## config.mk

```make
export PLATFORM = sky130hd
export DESIGN_NAME = ecc_58_scrub_ctrl
export DESIGN_NICKNAME = d
export VERILOG_FILES = /design/src/rtl/ecc_58_scrub_ctrl.sv
export SDC_FILE = /design/constraint.sdc
export NUM_CORES = 1
export LEC_CHECK = 0
export CAP_MARGIN = 20
export CORE_AREA = 2 2 141 143
export CTS_BUF_LIST = sky130_fd_sc_hd__clkbuf_4 sky130_fd_sc_hd__clkbuf_8
export DETAILED_ROUTE_END_ITERATION = 8
export DIE_AREA = 0 0 143 145
export PLACE_DENSITY_LB_ADDON = 0.15
export SETUP_SLACK_MARGIN = 0.05
export SYNTH_ARGS = -nofsm -noshare
export SYNTH_HDL_FRONTEND = slang
export SYNTH_SLANG_ARGS = --single-unit
```

## constraint.sdc

```tcl
create_clock -name clk -period 4.6 [get_ports clk]
set_input_delay 0.92 -clock clk [delete_from_list [all_inputs] [get_ports clk]]
set_output_delay 0.92 -clock clk [all_outputs]
set_load 0.03 [all_outputs]
```

## src/rtl/ecc_58_scrub_ctrl.sv

```systemverilog
// Background ECC scrubber: walks every RAM word in idle functional cycles,
// runs it through the external duplicated checker, writes back corrected
// data on single-bit errors and keeps saturating event counters.
//
// state  | meaning
// IDLE   | scrubbing disabled, nothing in flight
// WAIT   | interval down-counter running before the next word; leaves to IDLE
//        | if scrub_en drops before the word starts
// RD     | waiting for a free RAM cycle, then issue the scrub read
// CHK    | two cycles: capture returned word, then evaluate checker outputs
// WB     | waiting for a free RAM cycle to write corrected word back
module ecc_58_scrub_ctrl #(
  parameter int DATA_WIDTH   = 58,
  parameter int PARITY_WIDTH = 8,
  parameter int ADDR_WIDTH   = 6,
  parameter int DEPTH        = 64,
  parameter int CNT_WIDTH    = 16
) (
  input  logic                    clk,
  input  logic                    rst,
  input  logic                    scrub_en,
  input  logic [CNT_WIDTH-1:0]    scrub_interval,
  input  logic                    func_busy,
  input  logic                    func_wr_en,
  input  logic [ADDR_WIDTH-1:0]   func_wr_addr,
  output logic                    mem_rd_en,
  output logic [ADDR_WIDTH-1:0]   mem_addr,
  input  logic [DATA_WIDTH-1:0]   mem_rd_data,
  input  logic [PARITY_WIDTH-1:0] mem_rd_parity,
  output logic [DATA_WIDTH-1:0]   ecc_data_in,
  output logic [PARITY_WIDTH-1:0] ecc_parity_in,
  input  logic [DATA_WIDTH-1:0]   ecc_data_out,
  input  logic                    ecc_sbit_err,
  input  logic                    ecc_dbit_err,
  input  logic                    ecc_fault,
  input  logic [PARITY_WIDTH-1:0] enc_parity,
  output logic                    mem_wr_en,
  output logic [DATA_WIDTH-1:0]   mem_wr_data,
  output logic [PARITY_WIDTH-1:0] mem_wr_parity,
  output logic                    scrub_busy,
  output logic                    pass_done,
  output logic                    dbit_irq,
  output logic [CNT_WIDTH-1:0]    sbit_cnt,
  output logic [CNT_WIDTH-1:0]    dbit_cnt,
  output logic [CNT_WIDTH-1:0]    fault_cnt,
  output logic [ADDR_WIDTH-1:0]   last_err_addr
);

  typedef enum logic [2:0] {
    S_IDLE,
    S_WAIT,
    S_RD,
    S_CHK,
    S_WB
  } state_t;

  localparam logic [ADDR_WIDTH-1:0] LAST_ADDR = ADDR_WIDTH'(DEPTH - 1);

  state_t                state, state_nxt;
  logic                  chk_eval, chk_eval_nxt;
  logic [CNT_WIDTH-1:0]  wait_cnt;
  logic [ADDR_WIDTH-1:0] addr;

  logic wait_ld, wait_dec, wait_tc;
  logic capture, advance, wb_abort;
  logic ev_sbit, ev_dbit, ev_fault;

  // An interval of N gives N WAIT cycles, with a floor of one cycle for N=0.
  assign wait_tc  = (wait_cnt == '0) || (wait_cnt == CNT_WIDTH'(1));
  assign wb_abort = func_wr_en && (func_wr_addr == addr);

  assign mem_addr      = addr;
  assign mem_wr_parity = enc_parity;
  assign scrub_busy    = (state != S_IDLE);

  // State register and CHK phase flag.
  always_ff @(posedge clk) begin
    if (rst) begin
      state    <= S_IDLE;
      chk_eval <= 1'b0;
    end else begin
      state    <= state_nxt;
      chk_eval <= chk_eval_nxt;
    end
  end

  // Next-state decode, RAM strobes and per-word event classification.
  always_comb begin
    state_nxt    = state;
    chk_eval_nxt = 1'b0;
    wait_ld      = 1'b0;
    wait_dec     = 1'b0;
    capture      = 1'b0;
    advance      = 1'b0;
    ev_sbit      = 1'b0;
    ev_dbit      = 1'b0;
    ev_fault     = 1'b0;
    mem_rd_en    = 1'b0;
    mem_wr_en    = 1'b0;
    case (state)
      S_IDLE: begin
        if (scrub_en) begin
          state_nxt = S_WAIT;
          wait_ld   = 1'b1;
        end
      end
      S_WAIT: begin
        if (!scrub_en) begin
          state_nxt = S_IDLE;
        end else if (wait_tc) begin
          state_nxt = S_RD;
        end else begin
          wait_dec = 1'b1;
        end
      end
      S_RD: begin
        if (!func_busy) begin
          mem_rd_en = 1'b1;
          state_nxt = S_CHK;
        end
      end
      S_CHK: begin
        if (!chk_eval) begin
          capture      = 1'b1;
          chk_eval_nxt = 1'b1;
        end else if (ecc_fault) begin
          ev_fault = 1'b1;
          advance  = 1'b1;
        end else if (ecc_dbit_err) begin
          ev_dbit = 1'b1;
          advance = 1'b1;
        end else if (ecc_sbit_err) begin
          ev_sbit   = 1'b1;
          state_nxt = S_WB;
        end else begin
          advance = 1'b1;
        end
      end
      S_WB: begin
        // A functional write to the same word makes our correction stale.
        if (wb_abort) begin
          advance = 1'b1;
        end else if (!func_busy) begin
          mem_wr_en = 1'b1;
          advance   = 1'b1;
        end
      end
      default: state_nxt = S_IDLE;
    endcase
    if (advance) begin
      state_nxt = scrub_en ? S_WAIT : S_IDLE;
      wait_ld   = scrub_en;
    end
  end

  // Datapath: interval timer, address walk, capture/write-back registers, counters.
  always_ff @(posedge clk) begin
    if (rst) begin
      wait_cnt      <= '0;
      addr          <= '0;
      ecc_data_in   <= '0;
      ecc_parity_in <= '0;
      mem_wr_data   <= '0;
      sbit_cnt      <= '0;
      dbit_cnt      <= '0;
      fault_cnt     <= '0;
      last_err_addr <= '0;
      pass_done     <= 1'b0;
      dbit_irq      <= 1'b0;
    end else begin
      if (wait_ld) begin
        wait_cnt <= scrub_interval;
      end else if (wait_dec) begin
        wait_cnt <= wait_cnt - CNT_WIDTH'(1);
      end
      if (capture) begin
        ecc_data_in   <= mem_rd_data;
        ecc_parity_in <= mem_rd_parity;
      end
      if (ev_sbit) begin
        mem_wr_data <= ecc_data_out;
      end
      if (ev_sbit && (sbit_cnt != '1)) begin
        sbit_cnt <= sbit_cnt + CNT_WIDTH'(1);
      end
      if (ev_dbit && (dbit_cnt != '1)) begin
        dbit_cnt <= dbit_cnt + CNT_WIDTH'(1);
      end
      if (ev_fault && (fault_cnt != '1)) begin
        fault_cnt <= fault_cnt + CNT_WIDTH'(1);
      end
      if (ev_sbit || ev_dbit || ev_fault) begin
        last_err_addr <= addr;
      end
      dbit_irq  <= ev_dbit || ev_fault;
      pass_done <= advance && (addr == LAST_ADDR);
      if (advance) begin
        addr <= (addr == LAST_ADDR) ? '0 : addr + ADDR_WIDTH'(1);
      end
    end
  end

endmodule

```

==> out/results.txt <==
IO buf count = 342
most area-hungry cell type in the Yosys netlist = dfxtp_1
commonest non-fill, non-tap cell in the layout = clkdlybuf4s50_1
Hold Crit Depth = 2
TritonCTS clock tree = built
final setup vio count = 0
routed len/inst = 15.88 um
Final ANT Viol Nets = 0
Initial DRC Count = 356
sequential area share after synthesis = 49.47%
vias per cell = 4.947
vias = 8068
Nets = 1514
initial antenna violation count = 0
Detail Placement HPWL = 17960 um
worst hold path startpoint = mem_wr_data[17]
routed wire length = 25900 um
Slew Limit Headroom = 32.34%
Ports = 359
post-cts sizing count = 0
Placeable Area = 19210 um^2
die area = 20740 um^2
layout cell share with drive strength beyond 1 = 6.296%
Post-CTS Setup Inserts = 0
Overflow after GRT = 0
Finished Core Util = 65.69%
R2R Setup Slk = 2.17 ns
total power = 3.812 mW
pin count of the biggest net entering global routing = 132
clk_skew = 0.02244 ns
Worst-Skew Late Latency = 0.52 ns
Endpoint, Worst Hold = mem_wr_data[17]
root buf cell = clkbuf_8
Fmax = 287.1 MHz
Final Critical Period = 3.483 ns
worst slew pin tran = 1.015 ns
asr flop ratio synth = 0%
status = completed
HP Class = reg2reg
RSZ-0062 raised after global routing = no
vias in the first global route = 7667
ys flop type = dfxtp_1
Mapped Nets = 1191
Final Cell Area = 12620 um^2
placed cell areas = 11880 um^2
Synth Cell Area = 8335 um^2
num rows = 51
Area contributors post-synth = dfxtp_1 (49%), nand2_1 (12%), a21oi_1 (8.4%)
unique cell type count in the Yosys netlist = 61
MaxCap Viol Count = 0
Critical Path End Type = output pin
P_leak = 4.184 nW
first-pass GRT wire length = 39980 um
syn avg cell area = 8.156 um^2
cts-stage hold buffer count = 0
Overall Global Routing Usage = 23.96%
Setup CP Type = in2out
r2r worst-path depth = 7
Initial Util = 43.40%
H-tree levels = 2
EDFF count, synth = 0
Setup TNS = 0 ns
r2r startpoint = state[2]
ANT cells = 0
crit-path max FO = 2
Tcrit/Tclk final = 75.72%
Final GP Congestion = 0.8403
Sink Count = 206
Synth Instances = 1022
crit path DAT = 2.56 ns
Synth top area share = 49.47%
CTS Buf Count = 37
fin. max-slew vios = 0
FF+latch count, synth = 206
PwrDens = 302.2 nW/um^2
Die Wd = 143 um
die height = 145 um
DRC viols = 0
synth-to-layout area growth = 51.37%
final hold vios = 0
DRT Pass-1 Iters = 4
CP Launch Type = input pin
synth warn = 0
Worst Path Required = 3.68 ns
R2R Path End = wait_cnt[14]
most frequent cells in the layout = clkdlybuf4s50_1 (341), nand2_1 (275), dfxtp_1 (206), a21oi_1 (140), nor2_1 (92)
CTS Buffer Depth = 3
Clock transition at path regs = 0.06 ns
VDD IR max = 0.2570 mV
==> cells in the mapped netlist, drive strengths merged (3+ instances only) <==
cell type and number:
dfxtp 206, o211ai 3, o21ai 13, or3 11
mux2i 11, o21a 3, xor2 15, nor3 22
nand3 18, nor2 94, ha 7, nand4 13
nand3b 3, a21oi 140, and3 8, a211oi 10
and4 5, a311oi 5, or4 5, inv 14
and2 3, xnor2 37, nand2 275, buf 21
nor4 7, o311ai 3, clkbuf 44
==> worst max-delay path by stage <==
stage / from / to / cells after the start
2_1_floorplan: func_wr_addr[5] / mem_wr_en / 4
3_3_place_gp: func_wr_addr[5] / mem_wr_en / 6
3_5_place_dp: func_wr_addr[3] / mem_wr_en / 6
4_1_cts: func_wr_addr[5] / mem_wr_en / 6
5_1_grt: func_wr_addr[5] / mem_wr_en / 6
6_report: func_wr_addr[3] / mem_wr_en / 6
==> power by group <==
part / leakage [nW] / switching [mW] / internal (mW)
sequential: 1.66 / 0.0259 / 1.80
combinational: 2.14 / 0.128 / 0.171
clock: 0.385 / 0.726 / 0.957
==> per-layer routing <==
metal / routed length [um] / global-route usage (%) / vias to the layer above
li1: - / - / 4065
met1: 10590 / 28.28 / 3689
met2: 12540 / 40.17 / 269
met3: 2104 / 8.317 / 45
met4: 670 / 8.366 / 0
met5: 0 / 0 / -
==> sequential cells by signal (all words and copies together), names as in the netlist <==
| name | count |
|---|---|
| sbit_cnt | 16 |
| mem_addr | 6 |
| dbit_cnt | 16 |
| last_err_addr | 6 |
| dbit_irq | 1 |
| state | 3 |
| ecc_parity_in | 8 |
| wait_cnt | 16 |
| fault_cnt | 16 |
| chk_eval | 1 |
| mem_wr_data | 58 |
| ecc_data_in | 58 |
| pass_done | 1 |
==> cell families (layout without fill, tap and decap cells) <==
family,after synthesis,in the layout,share of synthesized area [%]
XOR/XNOR,52,52,5.464
flip-flops,206,206,49.47
AND/OR/NAND/NOR,476,476,25.10
adder cells (fa/ha/maj),7,7,1.051
buffers and inverters,79,423,4.158
multiplexers,11,11,1.321
AO/OA/AOI/OAI,191,191,13.43
==> critical path: stages <==
cell and delay, ns:
clkdlybuf4s50_1 0.42, xnor2_1 0.14, nand4_1 0.14, nor3_1 0.07
nor3_1 0.17, clkdlybuf4s50_1 0.70
==> stage by stage <==
| step | hold WS (ns) | instances | worst slack [ns] |
|---|---|---|---|
| after floorplan | 0.4816 | 1022 | 1.764 |
| after global placement | 0.4405 | 1570 | 1.147 |
| after detailed placement | 0.4456 | 1570 | 1.103 |
| after CTS | 0.4533 | 1630 | 1.104 |
| after global routing | 0.4660 | 1631 | 1.017 |
| final | 0.4504 | 1631 | 1.117 |
==> final cells by class <==
| class | count | area (um^2) |
|---|---|---|
| tap | 265 | 331.6 |
| multi-input combinational | 737 | 3885 |
| clock inverter | 5 | 27.53 |
| clock buffer | 55 | 694.4 |
| inverter | 14 | 52.55 |
| sequential | 206 | 4124 |
| fill | 1686 | 6590 |
| timing repair buffer | 349 | 3502 |
(Power assumes the default switching activity.)
==> variant, RTL diff (config.mk and constraints unchanged) <==
Register the input `ecc_data_out` before use, with the module's reset. The logic sees it one clock later. The other inputs are not delayed to match.
--- a/src/rtl/ecc_58_scrub_ctrl.sv
+++ b/src/rtl/ecc_58_scrub_ctrl.sv
@@ -56,6 +56,16 @@
 
   localparam logic [ADDR_WIDTH-1:0] LAST_ADDR = ADDR_WIDTH'(DEPTH - 1);
 
+  logic [DATA_WIDTH-1:0] ecc_data_out_q;
+
+  always_ff @(posedge clk) begin
+    if (rst) begin
+      ecc_data_out_q <= '0;
+    end else begin
+      ecc_data_out_q <= ecc_data_out;
+    end
+  end
+
   state_t                state, state_nxt;
   logic                  chk_eval, chk_eval_nxt;
   logic [CNT_WIDTH-1:0]  wait_cnt;
@@ -178,7 +188,7 @@
         ecc_parity_in <= mem_rd_parity;
       end
       if (ev_sbit) begin
-        mem_wr_data <= ecc_data_out;
+        mem_wr_data <= ecc_data_out_q;
       end
       if (ev_sbit && (sbit_cnt != '1)) begin
         sbit_cnt <= sbit_cnt + CNT_WIDTH'(1);
Behaviour: not the same (a bounded check fails within 10 cycles, from zero or initial values and one cycle with rst high).
==> variant against the original RTL <==
- clock skew is 14 ps lower
- global-route usage is 1.2 points higher
- synthesized area is 17% higher
- power is 26% higher
- wire length is 4.3% higher
- design area is 13% higher
- sequential cell count is 58 higher
- die area stayed put
- setup slack worse by 280 ps
- critical endpoint unchanged
- largest cell class unchanged
==> variant: results (changes against the original RTL) <==
- DP HPWL: 18700 um (was 18000 um)
- HP Start: ecc_data_out_q[34] (was mem_wr_data[17])
- RR Endpoint: wait_cnt[9] (was wait_cnt[14])
- Worst Hold Slack: 429 ps (was 450 ps)
- Clock-cell share of area: 0.0666 (was 0.0572)
- Synth top area cells: dfxtp_1, nand2_1, a21oi_1 (unchanged)
- Finished Cell Area: 14300 um2 (was 12600 um2)
- Leading registers by flop count: ecc_data_in x58, ecc_data_out_q x58, mem_wr_data x58 (was ecc_data_in x58, mem_wr_data x58)
- Signal buffers: 352 (was 349)
- Final #Nets: 1616 (was 1514)
- Met3 WL post-DR: 2400 um (was 2100 um)
- Power per cell area: 338 nW/um2 (was 302 nW/um2)
- Worst-Skew Late Latency: 540 ps (was 520 ps)
- GRT Total Usage: 0.252 (was 0.240)
- Routed vias/inst: 5.04 (was 4.95)
- Multi-input combinational gate total: 778 (was 737)
- First-pass GRT wire length: 42100 um (was 40000 um)
- Outcome: completed (unchanged)
- P_int: 3.77 mW (was 2.93 mW)
- Fill cell count: 1433 (was 1686)
- RD Place Congestion: 0.866 (was 0.840)
- Vias in the first global route: 8305 (was 7667)
- DP Cell Count: 1667 (was 1570)
- Clock share of power: 0.448 (was 0.441)
- Met2 routed WL: 13100 um (was 12500 um)
- Share of cells above drive strength 1: 0.0676 (was 0.0630)
- Reg2reg start: mem_addr[3] (was state[2])
- Arrival time at the worst endpoint: 2840 ps (was 2560 ps)
- Pre-CTS setup slack: 848 ps (was 1100 ps)
- Placed Area: 13300 um2 (was 11900 um2)
- Buffering overhead: 0.246 (was 0.278)
- Non-clock inverters: 8 (was 14)
- Logic power comb: 305 uW (was 299 uW)
- Footprint of the multi-input gates: 4160 um2 (was 3880 um2)
- Sequential cells: 264 (was 206)
- # diodes: 1 (was 0)
- Met1 Use GR: 0.289 (was 0.283)
- Reg2reg setup slack: 2290 ps (was 2170 ps)
- Drt pass-1 iters: 5 (was 4)
- Synth cell types: 56 (was 61)
- R2r worst-path depth: 6 (was 7)
- Hold endpoint: mem_wr_data[34] (was mem_wr_data[17])
- Slew margin rel.: 0.333 (was 0.323)
## variant: cell types whose count changed in the layout (fill, tap and decap cells not counted), sizes merged, moves of 5 or more
cell / delta
nand4: +5
nor3: -9
dfxtp: +58
inv: -5
nor2b: +60
clkbuf: +20
xor2: +21
nor2: -17
nand3: +7
xnor2: -17
o21ai: -7
or3: -6
## variant: kinds of logic (layout without fill, tap and decap cells)
| kind of cell | after synthesis | count (layout) | share of synthesized area |
|---|---|---|---|
| buffers and inverters | 81 | 438 | 0.0357 |
| AO/OA/AOI/OAI | 188 | 188 | 0.110 |
| other | 0 | 1 | 0 |
| multiplexers | 10 | 10 | 0.0102 |
| XOR/XNOR | 56 | 56 | 0.0502 |
| AND/OR/NAND/NOR | 517 | 517 | 0.244 |
| flip-flops | 264 | 264 | 0.541 |
| adder cells (fa/ha/maj) | 7 | 7 | 0.00896 |
## variant: critical path, cell delays in order
cell and delay [ps]:
clkdlybuf4s50_1 410, xor2_1 140, nor4_1 560, a311oi_1 190
clkdlybuf4s50_1 620
